`config.mk`:
```
export PLATFORM = sky130hd
export DESIGN_NAME = ram_arbiter
export DESIGN_NICKNAME = d
export VERILOG_FILES = /design/src/rtl/ram_arbiter.sv
export SDC_FILE = /design/constraint.sdc
export NUM_CORES = 1
export LEC_CHECK = 0
export CAP_MARGIN = 30
export CORE_MARGIN = 4
export CORE_UTILIZATION = 42
export CTS_CLUSTER_SIZE = 28
export DETAILED_ROUTE_END_ITERATION = 16
export PLACE_DENSITY = 0.91
export RECOVER_POWER = 25
export SYNTH_ARGS = -nofsm -noshare
export SYNTH_HDL_FRONTEND = slang
export SYNTH_SLANG_ARGS = --single-unit
```
`constraint.sdc`:
```
create_clock -name clk_i -period 3.12 [get_ports clk_i]
set_clock_uncertainty 0.2 [all_clocks]
set_input_delay 0.624 -clock clk_i [delete_from_list [all_inputs] [get_ports clk_i]]
set_output_delay 0.624 -clock clk_i [all_outputs]
set_load 0.05 [all_outputs]
```
`src/rtl/ram_arbiter.sv`:
```
// rtl/ram_arbiter.sv - two-master arbiter for the shared single-port program/data RAM
// Optional build macro: RAM_ARB_FIXED_PRIO_EN (M0 always wins contention; round-robin pointer removed)
module ram_arbiter #(
   parameter int ADDR_W   = 13,
   parameter int DATA_W   = 16,
   parameter int READ_LAT = 2
) (
   input  logic              clk_i,
   input  logic              rst_i,
   input  logic              m0_req_i,
   input  logic              m0_we_i,
   input  logic [ADDR_W-1:0] m0_addr_i,
   input  logic [DATA_W-1:0] m0_wdata_i,
   output logic              m0_gnt_o,
   output logic              m0_rvalid_o,
   output logic [DATA_W-1:0] m0_rdata_o,
   input  logic              m1_req_i,
   input  logic              m1_we_i,
   input  logic [ADDR_W-1:0] m1_addr_i,
   input  logic [DATA_W-1:0] m1_wdata_i,
   output logic              m1_gnt_o,
   output logic              m1_rvalid_o,
   output logic [DATA_W-1:0] m1_rdata_o,
   output logic [ADDR_W-1:0] ram_addr_o,
   output logic              ram_we_o,
   output logic [DATA_W-1:0] ram_din_o,
   input  logic [DATA_W-1:0] ram_dout_i
);

   typedef enum logic {
      ST_IDLE    = 1'b0,
      ST_RD_WAIT = 1'b1
   } state_t;

   // Counter reload: the sampling edge is READ_LAT edges after the grant edge
   localparam logic [2:0] LAT_RELOAD = 3'(READ_LAT - 1);

   state_t            state_q;
   logic [2:0]        cnt_q;
   logic              owner_q;       // 0 = M0, 1 = M1 owns the read in flight
   logic              m0_gnt_q;
   logic              m1_gnt_q;
   logic              m0_rvalid_q;
   logic              m1_rvalid_q;
   logic [DATA_W-1:0] m0_rdata_q;
   logic [DATA_W-1:0] m1_rdata_q;
   logic [ADDR_W-1:0] ram_addr_q;
   logic              ram_we_q;
   logic [DATA_W-1:0] ram_din_q;
`ifndef RAM_ARB_FIXED_PRIO_EN
   logic              last_gnt_q;    // 1 = M1 was granted last
`endif

   logic              m0_elig;
   logic              m1_elig;
   logic              arb_open;
   logic              grant_d;
   logic              sel_m1_d;
   logic              sel_we_d;
   logic [ADDR_W-1:0] sel_addr_d;
   logic [DATA_W-1:0] sel_wdata_d;

   // Arbitration: a master whose GNT is currently high is not eligible,
   // and grants are only possible in IDLE or on the read-completion edge
   always_comb begin
      m0_elig  = m0_req_i & ~m0_gnt_q;
      m1_elig  = m1_req_i & ~m1_gnt_q;
      arb_open = (state_q == ST_IDLE) || (cnt_q == 3'd0);
`ifdef RAM_ARB_FIXED_PRIO_EN
      sel_m1_d = ~m0_elig;
`else
      sel_m1_d = m1_elig & (~m0_elig | ~last_gnt_q);
`endif
      grant_d     = arb_open & (m0_elig | m1_elig);
      sel_we_d    = sel_m1_d ? m1_we_i    : m0_we_i;
      sel_addr_d  = sel_m1_d ? m1_addr_i  : m0_addr_i;
      sel_wdata_d = sel_m1_d ? m1_wdata_i : m0_wdata_i;
   end

   // Transfer sequencer with registered strobes, RAM controls and read data
   always_ff @(posedge clk_i or posedge rst_i) begin
      if (rst_i) begin
         state_q     <= ST_IDLE;
         cnt_q       <= 3'd0;
         owner_q     <= 1'b0;
         m0_gnt_q    <= 1'b0;
         m1_gnt_q    <= 1'b0;
         m0_rvalid_q <= 1'b0;
         m1_rvalid_q <= 1'b0;
         m0_rdata_q  <= '0;
         m1_rdata_q  <= '0;
         ram_addr_q  <= '0;
         ram_we_q    <= 1'b0;
         ram_din_q   <= '0;
`ifndef RAM_ARB_FIXED_PRIO_EN
         last_gnt_q  <= 1'b1;
`endif
      end else begin
         m0_gnt_q    <= 1'b0;
         m1_gnt_q    <= 1'b0;
         m0_rvalid_q <= 1'b0;
         m1_rvalid_q <= 1'b0;
         ram_we_q    <= 1'b0;

         if (state_q == ST_RD_WAIT) begin
            if (cnt_q == 3'd0) begin
               if (owner_q) begin
                  m1_rdata_q  <= ram_dout_i;
                  m1_rvalid_q <= 1'b1;
               end else begin
                  m0_rdata_q  <= ram_dout_i;
                  m0_rvalid_q <= 1'b1;
               end
               state_q <= ST_IDLE;
            end else begin
               cnt_q <= cnt_q - 3'd1;
            end
         end

         if (grant_d) begin
            m0_gnt_q   <= ~sel_m1_d;
            m1_gnt_q   <= sel_m1_d;
            ram_addr_q <= sel_addr_d;
            ram_we_q   <= sel_we_d;
            ram_din_q  <= sel_wdata_d;
`ifndef RAM_ARB_FIXED_PRIO_EN
            last_gnt_q <= sel_m1_d;
`endif
            if (!sel_we_d) begin
               state_q <= ST_RD_WAIT;
               cnt_q   <= LAT_RELOAD;
               owner_q <= sel_m1_d;
            end
         end
      end
   end

   assign m0_gnt_o    = m0_gnt_q;
   assign m1_gnt_o    = m1_gnt_q;
   assign m0_rvalid_o = m0_rvalid_q;
   assign m1_rvalid_o = m1_rvalid_q;
   assign m0_rdata_o  = m0_rdata_q;
   assign m1_rdata_o  = m1_rdata_q;
   assign ram_addr_o  = ram_addr_q;
   assign ram_we_o    = ram_we_q;
   assign ram_din_o   = ram_din_q;

endmodule
```
======== Word level (Yosys, flattened, before mapping) ========
Cells that the tools add are included.
word-level totals
  ROM bits ................................ 0
  logic and storage cells ................. 53
  latch bits .............................. 0
  bits in writable memories ............... 0
  flip-flop bits (word level) ............. 72
  output and inout port bits .............. 66
  memories ................................ 0
cells by class
  $mul .................................... 0
  mux-type cells .......................... 20
  shifts and indexed selects .............. 0
  div/mod/pow operators ................... 0
  bitwise operators ....................... 14
  $lt $le $gt $ge ......................... 0
  $add $sub $neg .......................... 1
  reduce and logical (&&, ||, !) cells .... 5
  equality and inequality tests ........... 0
operators with widths
  cell                                                                number
  16-bit two-way mux                                                  1
  1-bit two-way mux                                                   14
  13-bit two-way mux                                                  1
  3-bit two-way mux                                                   4
  1-bit NOT                                                           8
  3-bit AND reduction                                                 2
  1-bit bitwise AND                                                   4
  3-bit zero test                                                     1
  3-bit by 1-bit subtractor with 3-bit output, second input constant  1
  1-bit bitwise OR                                                    2
  2-bit AND reduction                                                 1
  1-bit logical OR                                                    1

======== Depth between registers and ports, before layout ========
  depth in word-level cells ............... 8
  depth in mapped cells ................... 7
  gate-level depth less buffers ........... 5

======== Least setup slack after synthesis ========
OpenSTA, ideal clock, no wires.
  kind .................................... reg2reg
  start ................................... register cnt_q[0]
  end ..................................... register m0_rdata_q[0], in the netlist m0_rdata_o[0]
  path buffers ............................ 1
  cell stages (with the launch flop) ...... 7
  setup slack ............................. 1.255 ns
  data arrival time ....................... 1.538 ns
  cells stage by stage .................... dfrtp_1 > inv_1 > ha_1 > nand2b_1 > nor3_4 > buf_6 > mux2_1
on the way
  word-level cells in the longest chain between the ends .. 2
ends and longest elaborated chain
  item                           RTL line  text
  start: declaration             39        logic [2:0] cnt_q;
  start signal: assignment       116       cnt_q <= cnt_q - 3'd1;
  3-bit zero test                106       if (cnt_q == 3'd0) begin
  3-bit AND reduction (no line)  --
  end signal: assignment         111       m0_rdata_q <= ram_dout_i;
  end: declaration               45        logic [DATA_W-1:0] m0_rdata_q;
No other way between the ends.
A chain may end at the register's enable or synchronous reset.

======== Final worst setup path ========
  start ................................... register m1_gnt_q, in the netlist m1_gnt_o
  end ..................................... output m1_gnt_o
RTL lines
  item                      RTL line  text
  start: declaration        42        logic m1_gnt_q;
  start signal: assignment  122       m1_gnt_q <= sel_m1_d;
  end: declaration          21        output logic m1_gnt_o,
No word-level cell between the ends.

==> metrics.txt <==
outcome complete, no violations; Tot GR Track Use 21.29%; # hold bufs at CTS 0; crit start category register; via count 2861; R2R Path Start cnt_q[0]$_DFF_PP0_; period utilisation layout 78.30%; initial antenna violation count 0; syn_area_per_cell 11.60 um^2; CP top delay family buffers and inverters; post-route ant nets 0; hpwl dp 7361 um; top-count cell post-synth dfrtp_1; max_slew headroom a little under a third; port bufs 145; Leakage 2.289 nW; Detailed Route WL 9938 um; Worst-path clk slew 0.08 ns; Max Cap Violations 0; Max Slew Vio Count 0; Final #Nets 514; CTS H-tree depth 3; Distinct cells, synth 37; largest net degree at the start of global routing 37; VDD IR max 552.5 uV; Seq/Total Area, Yosys 54.15%; Die W 97.04 um; Synthesis Warnings 0; Clock Tree Buf Depth 2; share of cells above drive strength 1 a little over an eighth; first-pass GRT wire length 16100 um; Post-CTS Setup Bufs 0; Yosys top cell area share between 50% and 60%; initial detailed-routing violation count ~120; main flop type after synthesis dfrtp_1; number of synthesized register bits between 70 and 80; Worst-Margin Slew 1.028 ns; endpoints failing hold 0; Mapped Cells 287; vias in the first global route 3100; WHS Endpoint last_gnt_q$_DFFE_PP1P_; CTS Root Buffer Type clkbuf_8; CTS Sinks 72; Wirelength per Cell roughly 18 um; synth-to-layout area growth 54.49%; Min-Delay Path Class register to register; CP max stage delay between 0.8 and 0.9 ns; Yosys top cell by area dfrtp_1; drt drc 0; cts bufs inserted 9; fmax 409.3 MHz; Mapped Nets 369; RSZ-0062 raised after global routing false; largest cells by area after synthesis dfrtp_1 53%, o2111ai_1 7.6%, o221ai_1 7.6%, inv_1 7.4%, mux2_2 4.7%; crit end category primary output; vias per cell 5.308; Core ar. 7727 um^2; io pins approximately 150; required time of the critical path 2.30 ns; Worst Hold Launch last_gnt_q$_DFFE_PP1P_; worst-case reg-to-reg path depth 5; die height 97.04 um; initial core utilization 43.09%; Buf/Inv on CP 1; total power 0.006400 W; Tmin final 2.443 ns; n_diodes 0; # fillers roughly 570; cells along the critical path clkdlybuf4s50_1; CP max stage cell clkdlybuf4s50_1; pwr dens 1244 nW/um^2; Worst Path Arrival 1.62 ns; Skew-Pair Late Insertion Delay 0.34 ns; reg2reg end m1_rdata_o[4]$_DFFE_PP0P_; Setup violations, final 0; setup TNS 0 ns; top post-synthesis cells by count 71 x dfrtp_1, 66 x inv_1, 29 x o2111ai_1, 29 x o221ai_1, 14 x mux2_2; DRT Pass-1 Iters 4; PostCTS Resize Cnt 0; share of flip-flops with an asynchronous set or reset 100.0%; critical path class register to primary output; crit-path max FO 4; Post-synth EDFFs 0; R2R Setup Slk 0.69 ns; placer's final routability congestion estimate ~0.82; CTS tree yes; site row count 32; GRT overflow 0; die area 9416 um^2; Synth Cell Area between 3000 and 4000 um^2; Hold Crit Depth 2
-- per-stage QoR --
step                cells  utilization, %  hold slack (ns)  worst slack, ns  area [um^2]
global placement      523           63.52           0.2678           0.7461         4908
floorplan             287               -           0.2668           0.4727         3329
CTS                   539           66.81           0.3041           0.6609         5162
finish                539           66.56           0.3001           0.6769         5144
global route          539           66.56           0.3332           0.4914         5144
detailed placement    523           63.52           0.2787           0.7039         4908
-- where the power goes --
part | internal (W) | switching [W] | total (W)
clock | 0.000557 | 0.000366 | 0.000923
sequential | 0.00140 | 0.000299 | 0.00170
combinational | 0.00136 | 0.00241 | 0.00378
-- worst max path at each step --
stage	from	endpoint	slack [ns]	cells after the start
after floorplan	rst_i	cnt_q[0]$_DFF_PP0_	0.47	1
after global placement	m1_req_i	ram_din_o[11]$_DFFE_PP0P_	0.75	5
after CTS	m1_gnt_o$_DFF_PP0_	m1_gnt_o	0.66	1
final	m1_gnt_o$_DFF_PP0_	m1_gnt_o	0.68	1
after global routing	cnt_q[0]$_DFF_PP0_	m1_rdata_o[4]$_DFFE_PP0P_	0.49	5
after detailed placement	m1_req_i	ram_din_o[13]$_DFFE_PP0P_	0.70	5
-- kinds of logic after synthesis --
| kind of cell | synth area share (%) |
|---|---|
| fa+ha+maj | 0.7515 |
| mux | 12.14 |
| compound gates | 18.11 |
| simple gates | 3.871 |
| buf+inv | 10.97 |
| flops | 54.15 |
-- cells in the final DEF (no fill, tap or decap), drive strengths merged --
cell | Yosys | routed
mux2 | 32 | 32
o22ai | 3 | 3
nor2 | 1 | 1
or3b | 2 | 2
o211ai | 2 | 2
clkdlybuf4s50 | 0 | 144
nor2b | 3 | 3
o221ai | 29 | 29
a2bb2oi | 1 | 1
nand2 | 3 | 3
dfstp | 1 | 1
a22o | 1 | 1
o21ai | 2 | 2
nor3 | 2 | 2
clkbuf | 10 | 12
ha | 2 | 2
a221oi | 1 | 1
a21oi | 2 | 2
dlygate4sd3 | 0 | 1
inv | 67 | 67
nand3b | 1 | 1
dfrtp | 71 | 71
mux2i | 1 | 1
buf | 13 | 10
o2111ai | 29 | 29
nand2b | 1 | 1
a21boi | 1 | 1
a22oi | 1 | 1
bufinv | 0 | 3
clkinv | 0 | 3
nand3 | 3 | 3
nor3b | 2 | 2
-- flip-flops by register name (all words and copies together) (netlist names) --
register and flops:
cnt_q 3, m0_gnt_o 1, m0_rdata_o 16, m1_rdata_o 16, ram_we_o 1, owner_q 1
ram_addr_o 13, last_gnt_q 1, m1_gnt_o 1, ram_din_o 16, m0_rvalid_o 1, state_q 1
m1_rvalid_o 1
-- metal layers --
metal	track usage, %	share of wire [%]	up-vias
met5	0	0	-
met4	5.616	0.90	0
met3	5.912	8.1	9
met2	37.00	51	143
met1	26.01	40	1392
li1	-	-	1317
-- cell type report --
class / instances / area, um^2 / share of cell area, %
Sequential cell: 72 / 1803 / 35.05
Timing Repair Buffer: 157 / 1535 / 29.85
Multi-Input combinational cell: 125 / 1172 / 22.79
Inverter: 67 / 251.5 / 4.889
Clock buffer: 10 / 137.6 / 2.676
Tap cell: 102 / 127.6 / 2.481
Clock inverter: 6 / 116.4 / 2.262
Note: power is estimated with default switching activity, not from simulation.
==> edit 1, RTL diff (same flow settings) <==
Build with the macro `RAM_ARB_FIXED_PRIO_EN` defined.
--- a/src/rtl/ram_arbiter.sv
+++ b/src/rtl/ram_arbiter.sv
@@ -1,5 +1,7 @@
 // rtl/ram_arbiter.sv - two-master arbiter for the shared single-port program/data RAM
 // Optional build macro: RAM_ARB_FIXED_PRIO_EN (M0 always wins contention; round-robin pointer removed)
+`define RAM_ARB_FIXED_PRIO_EN
+
 module ram_arbiter #(
    parameter int ADDR_W   = 13,
    parameter int DATA_W   = 16,
Behaviour: not the same (a bounded check fails within 4 cycles, from zero or initial values and one cycle with rst_i high).
==> edit 1 against the unedited design <==
- hold slack got worse by 9.6 ps
- core utilization increased by 2.1 points
- critical path depth unchanged
- final cell count decreased by 14%
- sequential cell count decreased by 1
- count of clock-buffer cells in the layout increased by 1
- wire length decreased by 22%
- design area decreased by 3.7%
- total power decreased by 3.5%
- worst setup slack improved by 85 ps
- via count decreased by 21%
- area after synthesis decreased by 6.5%
- combinational power decreased by 6.3%
- critical endpoint is now m0_gnt_o
- largest cell class unchanged
==> edit 1: results <==
set metrics [dict create \
    status "completed" \
    arrival_time_of_the_worst_setup_path_ps 1530 \
    async_reset_ff_frac 1.00 \
    cellLeakagePower_uw 0.00205 \
    cts-htree-levels 3 \
    global_route_wire_length_before_repair_um 12200 \
    classification_of_the_worst_slack_hold_path "reg -> reg" \
    first_global_vias 2483 \
    viasPerCell 4.90 \
    cts_buffers 9 \
    timing.hold.worst.start "ram_addr_o[11]" \
    synth_fp_nets 289 \
    worst-slew-pin-transition_ps 1140 \
    r2r-start "cnt_q[0]" \
    dp_hpwl_um 5830 \
    post_synth_mux_area_share 0.329 \
    overall_global_routing_usage 0.181 \
    worstSkewPairLatency_ps 330 \
    timing.critical_path.from "m0_gnt_o" \
    ys_top_cells_by_count "sky130_fd_sc_hd__mux2_2, sky130_fd_sc_hd__dfrtp_1, sky130_fd_sc_hd__buf_2" \
    clk_transition_reported_paths_ps 80 \
    yosys.cell_types.count 27 \
    p_int_uw 3440 \
    cts.root.buffer_cell "sky130_fd_sc_hd__clkbuf_8" \
    dpl_cell_area_um2 4670 \
    drt_wl_total_um 7760 \
    slowest_stage_delay_cp_ps 830 \
    largest_net_degree_at_the_start_of_global_routing 32 \
    detail_route.iter0.violations 48 \
    drive_above_1_share 0.320 \
    synth-adder-area-share 0.00804 \
    r2r_setup_slack_ps 810 \
    synth-compound-area-share 0.0257 \
    buffer_ports.inserted 145 \
    synth_top_family_by_area "multiplexers" \
    hold-worst-slack_ps 291 \
    ys_seq_area_frac 0.571 \
    post-place-ws_ps 512 \
    count_of_endpoints_failing_setup_in_the_final_report 0 \
    yosys-top-cells-area "sky130_fd_sc_hd__dfrtp_1, sky130_fd_sc_hd__mux2_2, sky130_fd_sc_hd__buf_2" \
    peakVddDrop_mv 0.793 \
    nets_finish 440 \
    global_placement_routability_congestion 0.747 \
    nFillCells 552 \
    fmaxAchievable_mhz 424 \
]
==> edit 1: changes by cell type after synthesis, moves of 8 or more <==
cell / change
sky130_fd_sc_hd__mux2_2: +76
sky130_fd_sc_hd__inv_1: -62
sky130_fd_sc_hd__o221ai_1: -29
sky130_fd_sc_hd__clkbuf_1: -10
sky130_fd_sc_hd__mux2_4: -9
sky130_fd_sc_hd__o2111ai_1: -29
sky130_fd_sc_hd__mux2_1: -8
==> edit 1: per-stage QoR <==
stage | total power (uW) | cells
finish | 6170 | 462
global route | 6460 | 462
CTS | 6240 | 462
detailed placement | 5210 | 446
global placement | 5130 | 446
floorplan | 4060 | 207
==> edit 1: final cells by class <==
cell class	instances	area [um2]	area share
Clock buffer	11	151	0.0306
Inverter	4	15.0	0.00303
Tap cell	99	124	0.0250
Sequential cell	71	1780	0.359
Timing Repair Buffer	151	1510	0.305
Clock inverter	5	128	0.0258
Multi-Input combinational cell	121	1250	0.252
==> edit 1: metal layers <==
metal | vias up | global-route usage | part of all wire | wire, um
li1 | 1036 | - | - | -
met1 | 1146 | 0.208 | 0.38 | 2980
met2 | 81 | 0.325 | 0.55 | 4260
met3 | 3 | 0.0489 | 0.063 | 492
met4 | 0 | 0.0542 | 0.0027 | 21
met5 | - | 0 | 0 | 0
==> edit 1: logic make-up (layout without fill, tap and decap cells) <==
group	Yosys count	count (layout)
muxes	91	91
DFF	71	71
and+or+nand+nor	17	17
buffers and inverters	15	171
AOI/OAI and AO/OA	11	11
adders and majority gates	2	2
==> edit 1: power groups by stage <==
stage | registers (uW) | clock network (uW) | logic (uW)
2_1_floorplan | 3090 | 0 | 964
3_3_place_gp | 1620 | 0 | 3500
3_5_place_dp | 1650 | 0 | 3560
4_1_cts | 1640 | 1020 | 3580
5_1_grt | 1700 | 1060 | 3700
6_report | 1640 | 993 | 3540
==> edit 1: path summary, 6_finish.rpt <==
kind                             endpoint  depth (start not counted)
setup / recovery                 m0_gnt_o                          1
hold / removal             ram_addr_o[11]                          1
setup reg to reg             ram_din_o[8]                          6
hold reg to reg            ram_addr_o[11]                          1
max in group asynchronous    ram_din_o[1]                          3
min in group asynchronous   m0_rdata_o[4]                          2
==> edit 2, RTL diff (same settings) <==
Made on the original files. Make the reset (`rst_i`) synchronous in one clocked block.
--- a/src/rtl/ram_arbiter.sv
+++ b/src/rtl/ram_arbiter.sv
@@ -78,7 +78,7 @@
    end
 
    // Transfer sequencer with registered strobes, RAM controls and read data
-   always_ff @(posedge clk_i or posedge rst_i) begin
+   always_ff @(posedge clk_i) begin
       if (rst_i) begin
          state_q     <= ST_IDLE;
          cnt_q       <= 3'd0;
Check against the original RTL: differs if rst_i is asserted again (counterexample within 4 cycles, from zero or initial values and one cycle with rst_i high); with rst_i held inactive, the same outputs for 10 cycles.
==> edit 2 against the unedited design <==
- sequential share of layout area is 3.2 points lower
- design area is 12% lower
- area after synthesis shrank 15%
- non-clock buffer count is 5 lower
- sequential cell count unchanged
- worst setup slack better by 15 ps
- die area is 14% lower
- synthesized cell count increased by 25%
- wire length shrank 12%
- via count is 6.2% higher
- critical endpoint is now cnt_q[1]
- largest cell class is now buffers
Power is not compared: it rests on default switching activity, and its combinational part moved more than twofold at a synthesized area within 25%.
==> edit 2: results <==
set metrics [dict create \
    timing.hold.worst_endpoint "m1_rdata_o[3]" \
    global_placement_routability_congestion 0.805 \
    ys_seq_area_frac 0.510 \
    r2r_setup_slack_ps 880 \
    hold-worst-slack_ps 259 \
    ys_top_cells_by_count "sky130_fd_sc_hd__nand2_1, sky130_fd_sc_hd__a21oi_1, sky130_fd_sc_hd__dfxtp_1" \
    layout.non_clock_inverters 4 \
    fin_ws_ps 691 \
    critical-path-slowest-cell "sky130_fd_sc_hd__dlygate4sd3_1" \
    dpl_cell_area_um2 4300 \
    slowest_stage_delay_cp_ps 560 \
    largest_net_degree_at_the_start_of_global_routing 51 \
    critical_path.reg2reg.endpoint "cnt_q[1]" \
    peakVddDrop_mv 0.325 \
    viasPerCell 5.28 \
    synth-compound-area-share 0.247 \
    r2r-start "cnt_q[0]" \
    clock_network_area_fraction 0.0562 \
    synth_fp_nets 440 \
    area.sequential_um2 1440 \
    syn_avg_cell_area_um2 7.89 \
    nonclk_buf_count 152 \
    arrival_time_of_the_worst_setup_path_ps 2430 \
    status "completed" \
    nets_finish 575 \
    detail_route.wl_per_cell_um 15.3 \
    grtUsageMet3 0.0843 \
    global_route_wire_length_before_repair_um 14000 \
    via_count 3037 \
    detail_route.iter0.violations 101 \
    worstSetupEndpointType "register" \
    overall_global_routing_usage 0.209 \
    path_max_fanout 14 \
    yosys_most_used_dff "sky130_fd_sc_hd__dfxtp_1" \
    post-place-ws_ps 677 \
    worstSkewPairLatency_ps 340 \
    dp_hpwl_um 6420 \
    placed_cells 559 \
    timing.hold.worst.start "m1_rdata_o[3]" \
    synth-adder-area-share 0.00886 \
    layout.comb_gates.multi_input 254 \
    n_clock_buffer 11 \
    finalCoreUtilization 0.704 \
    post_synth_mux_area_share 0 \
    async_reset_ff_frac 0 \
    gr-usage-met2 0.358 \
    buf_share 0.331 \
    worst-slew-pin-transition_ps 690 \
    yosys.cell_types.count 31 \
]
-- edit 2: changes by cell type in the layout (fill, tap and decap cells not counted), moves of 12 or more --
cell and change:
sky130_fd_sc_hd__nand2_1 +93, sky130_fd_sc_hd__a21oi_1 +85, sky130_fd_sc_hd__dfxtp_1 +72, sky130_fd_sc_hd__dfrtp_1 -71
sky130_fd_sc_hd__inv_1 -62, sky130_fd_sc_hd__o2111ai_1 -29, sky130_fd_sc_hd__o221ai_1 -29, sky130_fd_sc_hd__mux2_2 -14
sky130_fd_sc_hd__o21ai_0 +14, sky130_fd_sc_hd__nor2_1 +12
-- edit 2: metal layers --
layer  vias up  share of wire
met5         -              0
met4         0          0.015
met3        11           0.10
met2       146           0.47
met1      1406           0.41
li1       1474              -
-- edit 2: tightest hold or removal path: stages (launching register included) --
cell	delay (ps)
sky130_fd_sc_hd__dfxtp_1	310
sky130_fd_sc_hd__nand2_1	50
sky130_fd_sc_hd__a21oi_1	50
